### config.mk
export PLATFORM = sky130hd
export DESIGN_NAME = if_prefetch
export DESIGN_NICKNAME = d
export VERILOG_FILES = /design/src/rtl/if_prefetch.sv
export SDC_FILE = /design/constraint.sdc
export NUM_CORES = 1
export LEC_CHECK = 0
export CORE_ASPECT_RATIO = 1.25
export CORE_MARGIN = 1
export CORE_UTILIZATION = 60
export DETAILED_ROUTE_END_ITERATION = 12
export GPL_ROUTABILITY_DRIVEN = 1
export PLACE_DENSITY = 0.86
export SYNTH_ARGS = -nofsm -noshare
export SYNTH_HDL_FRONTEND = slang
export SYNTH_SLANG_ARGS = --single-unit
### constraint.sdc
create_clock -name clk -period 4.7 [get_ports clk]
set_clock_uncertainty 0.2 [all_clocks]
set_input_delay 0.705 -clock clk [delete_from_list [all_inputs] [get_ports clk]]
set_output_delay 0.705 -clock clk [all_outputs]
set_load 0.05 [all_outputs]
### src/rtl/if_prefetch.sv
// if_prefetch: sequential instruction fetch with a small prefetch queue.
// Single outstanding memory request; a redirect flushes the queue.
module if_prefetch #(
  parameter int unsigned     XLEN     = 32,
  parameter int unsigned     ILEN     = 32,
  parameter int unsigned     DEPTH    = 4,
  parameter logic [XLEN-1:0] RESET_PC = '0,
  parameter int unsigned     PC_STEP  = 4
) (
  input  logic            clk,
  input  logic            rst,
  output logic            mem_req,
  output logic [XLEN-1:0] mem_addr,
  input  logic            mem_ok,
  input  logic [ILEN-1:0] mem_dt,
  input  logic            jmp,
  input  logic [XLEN-1:0] jmp_pc,
  input  logic            is_ready,
  output logic            is_valid,
  output logic [XLEN-1:0] pc,
  output logic [ILEN-1:0] is
);
  localparam int unsigned AW = $clog2(DEPTH);

  typedef enum logic [1:0] {
    IDLE,
    WAIT,
    DROP
  } state_e;

  state_e          state_q, state_d;
  logic [XLEN-1:0] fetch_pc_q, fetch_pc_d;
  logic [XLEN-1:0] addr_q, addr_d;
  logic            req_q, req_d;
  logic [AW-1:0]   rd_q, rd_d;
  logic [AW-1:0]   wr_q, wr_d;
  logic [AW:0]     cnt_q, cnt_d;

  logic [XLEN-1:0] pc_mem [DEPTH];
  logic [ILEN-1:0] is_mem [DEPTH];

  logic            push;
  logic            pop;
  logic            not_full;
  logic [XLEN-1:0] jmp_tgt;

  assign jmp_tgt  = {jmp_pc[XLEN-1:2], 2'b00};
  assign not_full = cnt_q < (AW+1)'(DEPTH);
  assign is_valid = cnt_q != '0;
  assign pop      = is_valid && is_ready && !jmp;
  assign pc       = is_valid ? pc_mem[rd_q] : '0;
  assign is       = is_valid ? is_mem[rd_q] : '0;
  assign mem_req  = req_q;
  assign mem_addr = addr_q;

  always_comb begin
    state_d    = state_q;
    fetch_pc_d = fetch_pc_q;
    req_d      = req_q;
    addr_d     = addr_q;
    push       = 1'b0;
    unique case (state_q)
      IDLE: begin
        if (jmp) begin
          fetch_pc_d = jmp_tgt;
        end else if (not_full) begin
          req_d   = 1'b1;
          addr_d  = fetch_pc_q;
          state_d = WAIT;
        end
      end
      WAIT: begin
        if (jmp) begin
          fetch_pc_d = jmp_tgt;
          if (mem_ok) begin
            req_d   = 1'b0;
            state_d = IDLE;
          end else begin
            state_d = DROP;
          end
        end else if (mem_ok) begin
          push       = 1'b1;
          fetch_pc_d = fetch_pc_q + XLEN'(PC_STEP);
          req_d      = 1'b0;
          state_d    = IDLE;
        end
      end
      DROP: begin
        // the response still owed to the old stream is swallowed here
        if (jmp) fetch_pc_d = jmp_tgt;
        if (mem_ok) begin
          req_d   = 1'b0;
          state_d = IDLE;
        end
      end
      default: state_d = IDLE;
    endcase
  end

  always_comb begin
    rd_d  = rd_q;
    wr_d  = wr_q;
    cnt_d = cnt_q;
    if (jmp) begin
      rd_d  = '0;
      wr_d  = '0;
      cnt_d = '0;
    end else begin
      if (push) wr_d = wr_q + AW'(1);
      if (pop)  rd_d = rd_q + AW'(1);
      cnt_d = cnt_q + (AW+1)'(push) - (AW+1)'(pop);
    end
  end

  always_ff @(posedge clk or negedge rst) begin
    if (!rst) begin
      state_q    <= IDLE;
      fetch_pc_q <= RESET_PC;
      addr_q     <= '0;
      req_q      <= 1'b0;
      rd_q       <= '0;
      wr_q       <= '0;
      cnt_q      <= '0;
    end else begin
      state_q    <= state_d;
      fetch_pc_q <= fetch_pc_d;
      addr_q     <= addr_d;
      req_q      <= req_d;
      rd_q       <= rd_d;
      wr_q       <= wr_d;
      cnt_q      <= cnt_d;
    end
  end

  always_ff @(posedge clk) begin
    if (push) begin
      pc_mem[wr_q] <= fetch_pc_q;
      is_mem[wr_q] <= mem_dt;
    end
  end

endmodule

# ---- Yosys cells after proc, flatten, opt, wreduce, memory -nomap -nowiden
# Memories as Yosys holds them, arrays and structs flattened.
# Cells that the tools add are included.
# Widths: inputs -> output; s select.
dict set report classes {
  n_eq_ne 7
  addsub 5
  order_cmp 1
  n_bitwise 1
  n_reduce_logical 15
  muxes 26
}
# op n
set ops {}
lappend ops {{$mux 32} 5}
lappend ops {{$pmux 32 s2} 1}
lappend ops {{$add 32x3->32 const B} 1}
lappend ops {{$mux 2} 9}
lappend ops {{$mux 1} 8}
lappend ops {{$reduce_bool 2->1} 4}
lappend ops {{$pmux 2 s3} 1}
lappend ops {{$reduce_and 3->1} 2}
lappend ops {{$add 2x1->2 const B} 2}
lappend ops {{$ne 2x1->1 const B} 2}
lappend ops {{$ne 2x2->1 const B} 2}
lappend ops {{$reduce_and 4->1} 1}
lappend ops {{$reduce_or 2->1} 2}
lappend ops {{$add 3x1->3} 1}
lappend ops {{$lt 3x3->1 const B} 1}
lappend ops {{$mux 3} 1}
lappend ops {{$ne 3x3->1 const B} 1}
lappend ops {{$reduce_bool 3->1} 1}
lappend ops {{$sub 3x1->3} 1}
lappend ops {{$eq 2x1->1 const B} 1}
lappend ops {{$eq 2x2->1 const B} 1}
lappend ops {{$logic_and 1x1->1} 2}
lappend ops {{$logic_not 2->1} 1}
lappend ops {{$pmux 1 s2} 1}
lappend ops {{other kinds (3)} 3}
dict set report word_totals {
  elab_cells 64
  mem_count 2
  register_bits 74
  output_inout_bits 98
  ram_bits 256
}
# memory depth word_bits rd rd_ports_with_merged_regs wr line
set memory_table {}
lappend memory_table {is_mem 4 32 1 0 1 40} ;# logic [ILEN-1:0] is_mem [DEPTH];
lappend memory_table {pc_mem 4 32 1 0 1 39} ;# logic [XLEN-1:0] pc_mem [DEPTH];

# ---- Depth between registers and ports, before layout
dict set report depth {
  depth_word 6
  depth_mapped 12
  ltp_nobuf 12
}

# ---- Worst setup path before layout
# Ideal clock, no wire load.
dict set report synth_timing {
  path_type {in2reg}
  from {input jmp}
  to {memory is_mem[0][0] (enable)}
  arrival_ns 2.629
  required_ns 4.073
  path_stages 3
  path_buffers 1
  setup_time_ns 0.427
  slack_ns 1.444
  cell_sequence {clkbuf_1 nor2b_1 and3_1}
}
dict set report synth_between {
  elab_chain_cells 4
}
# element line
set synth_lines {}
lappend synth_lines {{start, declared} 16} ;# input logic jmp,
lappend synth_lines {{$mux 1} 73} ;# if (jmp) begin
lappend synth_lines {{$mux 1} 62} ;# unique case (state_q)
lappend synth_lines {{$mux 1} 136} ;# if (push) begin
lappend synth_lines {{$mux 1 (implied by the code)} 138} ;# is_mem[wr_q] <= mem_dt;
lappend synth_lines {{end, declared} 40}
# No other way between the ends.

# ---- Worst setup path after layout
dict set report layout_timing {
  from {register cnt_q[2]}
  to {output pc[14]}
}
dict set report layout_between {
  elab_chain_cells 2
}
# element line
set layout_lines {}
lappend layout_lines {{start, declared} 37} ;# logic [AW:0] cnt_q, cnt_d;
lappend layout_lines {{start signal, assigned} 131} ;# cnt_q <= cnt_d;
lappend layout_lines {{$reduce_bool 3->1} 49} ;# assign is_valid = cnt_q != '0;
lappend layout_lines {{$mux 32} 51} ;# assign pc = is_valid ? pc_mem[rd_q] : '0;
lappend layout_lines {{end, declared} 20} ;# output logic [XLEN-1:0] pc,
# No other way between the ends.

==> results.txt <==
The number of gates resized after CTS came out at 0. The area share of the largest cell type after synthesis was 0.5695. Number of pins exceeding their max-slew limit in the final report: 0. The critical path goes through or3_2, and2_1, clkdlybuf4s50_1. The run gives 0 as the global-route congestion overflow total.

The fraction of the mapped netlist area in simple logic gates works out to 0.08076. For this run, design rule violations remaining after detail routing come to 0. Hold repair after CTS inserted 0 buffers.

The tree is rooted in a sky130_fd_sc_hd__clkbuf_16. The worst register-to-register path ends at cnt_q[2]. The most critical setup path has its startpoint at cnt_q[2]. The number of antenna diodes in the final layout is 0. The number of violations reported at the end of detailed-routing iteration 0 was 631.

The power per standard cell area is 645.8 nW/um^2. The count of vias placed by the detailed router is 7495. The tools report the top achievable clock speed as 248.5 MHz.

Leading area contributor after synthesis: sky130_fd_sc_hd__edfxtp_1. Ranked by instance count, the synthesized netlist is headed by sky130_fd_sc_hd__edfxtp_1, sky130_fd_sc_hd__dfrtp_1, sky130_fd_sc_hd__and2_1. The area of the core was 21470 sq um. For the worst flop-to-flop path, the logic depth is 10.

The start-to-end type of the worst setup path is reg -> out. The via count of the first global-routing pass is 7646. The first detailed-routing pass ran for 5 iterations. Initial core utilization: 0.6090. The logs give 26720 um for the total routed wirelength and 3800 ps for the data required time at the worst endpoint. The kind of capture point of the worst setup path was an output pin. The tools report the arrival time at the worst endpoint as 3120 ps. The cell at the slowest stage of the critical path is sky130_fd_sc_hd__or3_2.

Across the VDD grid, the largest voltage drop is 0.0005297 V. For the number of H-tree branching levels, the log shows 1. The number of placement rows was 60; the longest individual stage delay on the worst path was 980 ps. Filler cell count in the final layout: 1291. The count of nets left with antenna violations once routing finished came out at 0.

Setup repair after global routing left no endpoint under its margin. Setup violations remaining at the end of the flow were counted as 0. The core occupancy in the finished layout was 0.7461; the fraction of the mapped netlist area in compound gates was 0.04794. The critical path buffer and inverter count was 1. Of all nets on the critical path, the largest fanout is 65. The part of the cycle the worst path needs came out at 0.8564. Most numerous cell in the Yosys netlist: sky130_fd_sc_hd__edfxtp_1. Buffers placed on the I/O ports in this run total 160. The die covers 22390 sq um.

The wire length per cell is 21.56 um. The die width is 134.0 um, and the layout cell share with drive strength beyond 1 is 0.1813. The reg-to-reg setup timing slack is 1460 ps. After clock tree synthesis, the clock-pin slew on the worst setup and hold paths is 70 ps. The count of cell types in the netlist was 59; the first-pass GRT wire length was 41920 um.

The number of vias per cell was 6.049; the count of yosys warnings during synthesis was 0. Path length in cells of the critical path: 3. The congestion estimate from routability-driven global placement came to 0.8683. The proportion of synthesized area in mux cells came out at 0.1334. For the number of nets in the layout, the log shows 1020. The post-synthesis share of cell area spent on full adders, half adders and majority gates came out at 0.01206. The family of cells with the greatest summed delay on the critical path was simple AND/OR/NAND/NOR gates. The count of mapped cells out of synthesis was 775. By area, the combinational part of the netlist is dominated by multiplexers. The run gives 0 as the number of antenna violations at the first check in global routing. The most critical setup path has its endpoint at pc[14]. TritonCTS built the clock tree.

Entering global routing, the biggest net connects 71 pins. Averaged over all synthesized cells, the footprint is 16.87 sq um. Critical register-to-register path startpoint: cnt_q[2]. The sequential element share of the synthesized area was 0.7035. The parity-gate share of the synthesized area counting xor and xnor cells works out to 0.003349. The tools report the later-pin clock latency in the skew report as 530 ps.

The clock passes through at most 3 buffers. By area the synthesized netlist is led by sky130_fd_sc_hd__edfxtp_1, sky130_fd_sc_hd__dfrtp_1, sky130_fd_sc_hd__mux4_2. The number of enable-type register cells in the synthesized netlist was 248. The run gives 29 as the CTS buffer count. From synthesis to final layout, the design area changed by 22.50%. For the finished layout, the period the worst path requires is 4025 ps. The detailed placer's ending HPWL was 16470 um; the reported max-cap violation count was 0. STA classifies the critical path startpoint as a register. 167 I/O pins were placed. The normalized max-slew margin was 0.2517. Final hold analysis gives a worst-case slack of 94.90 ps. The floorplan step set the die height to 167.1 um. The mapped netlist covers 13080 sq um. The total track usage was 0.2467; the static leakage power was 5.413 nW. The run finished with clean final reports. The synthesized design contains 318 register bits. Class of the tightest hold or removal check: in -> async.

The tree built by TritonCTS fans out to 318 sinks. At the pin with the least slew margin, the transition time is 1122 ps. The number of setup buffers added after CTS is 0. Total negative slack for setup checks: 0 ps. The most used flip-flop cell after synthesis is sky130_fd_sc_hd__edfxtp_1. The final hold violation count is 0, and the async set-or-reset flop fraction in the synthesized netlist is 0.2201.
==> cells by family after synthesis <==
logic type      after synthesis
compound gates              100
other cells                   1
mux                          93
simple gates                187
buf+inv                      59
flops                       318
xor+xnor                      5
fa+ha+maj                    12
==> cell usage in the layout (no fill, tap or decap), types with 4 or more instances in the layout <==
master and count:
sky130_fd_sc_hd__a31oi_1 6, sky130_fd_sc_hd__clkbuf_8 4, sky130_fd_sc_hd__buf_4 12, sky130_fd_sc_hd__o21ai_1 7
sky130_fd_sc_hd__inv_1 13, sky130_fd_sc_hd__clkinv_2 8, sky130_fd_sc_hd__edfxtp_1 248, sky130_fd_sc_hd__clkdlybuf4s50_1 159
sky130_fd_sc_hd__o21ai_0 12, sky130_fd_sc_hd__nand3_1 11, sky130_fd_sc_hd__nand4_1 9, sky130_fd_sc_hd__nand2b_1 6
sky130_fd_sc_hd__clkbuf_16 29, sky130_fd_sc_hd__nor2_1 28, sky130_fd_sc_hd__mux2_2 27, sky130_fd_sc_hd__nor3_1 6
sky130_fd_sc_hd__conb_1 4, sky130_fd_sc_hd__ha_1 11, sky130_fd_sc_hd__mux4_2 62, sky130_fd_sc_hd__nand2_1 26
sky130_fd_sc_hd__and2_1 64, sky130_fd_sc_hd__a21oi_1 36, sky130_fd_sc_hd__and3_4 4, sky130_fd_sc_hd__buf_12 5
sky130_fd_sc_hd__o22ai_1 11, sky130_fd_sc_hd__and3_1 6, sky130_fd_sc_hd__dfrtp_1 68, sky130_fd_sc_hd__a2bb2oi_1 5
sky130_fd_sc_hd__and4_1 6
==> cell type report <==
class,instances,area [sq um],share of cell area
inverters,13,48.80,0.003046
clock inverters,18,173.9,0.01086
clock buffers,34,784.5,0.04897
flip-flops and latches,318,9204,0.5746
repair buffers,176,1782,0.1112
multi-input cells,401,3677,0.2296
well taps,279,349.1,0.02179
==> routing by layer <==
layer | track usage | wire [um] | vias up
met3 | 0.04018 | 1842 | 34
li1 | - | - | 3348
met5 | 0 | 0 | -
met4 | 0.05227 | 410 | 0
met2 | 0.4260 | 13860 | 284
met1 | 0.3327 | 10600 | 3829
==> power breakdown <==
part	total (W)	switching (W)	internal (W)
Clock	0.00234	0.000982	0.00135
Combinational	0.00398	0.00244	0.00154
Sequential	0.00403	0.000494	0.00353
==> metrics by stage <==
step / cell area (sq um) / instances / setup slack, ps / total power, W
after floorplan: 13090 / 778 / 1444 / 0.006694
after global placement: 15060 / 1187 / 1230 / 0.007977
after detailed placement: 15060 / 1187 / 1227 / 0.008078
after CTS: 16020 / 1239 / 641.8 / 0.01042
after global routing: 16020 / 1239 / 488.5 / 0.01076
final: 16020 / 1239 / 675.1 / 0.01034
==> registers in the layout (all words and copies together) (netlist names) <==
name        cells
pc_mem        120
state_q         2
mem_req         1
fetch_pc_q     30
cnt_q           3
rd_q            2
wr_q            2
is_mem        128
mem_addr       30
==> how the worst min path moves through the flow <==
| stage | cells past startpoint | slack [ps] | endpoint |
|---|---|---|---|
| global route | 1 | 160 | mem_addr[15] |
| global placement | 1 | 270 | mem_addr[30] |
| detailed placement | 1 | 280 | mem_addr[26] |
| finish | 1 | 90 | mem_addr[15] |
| CTS | 1 | 150 | mem_addr[15] |
| floorplan | 0 | 210 | cnt_q[0] |
No activity file was read; power rests on OpenSTA's default activity.
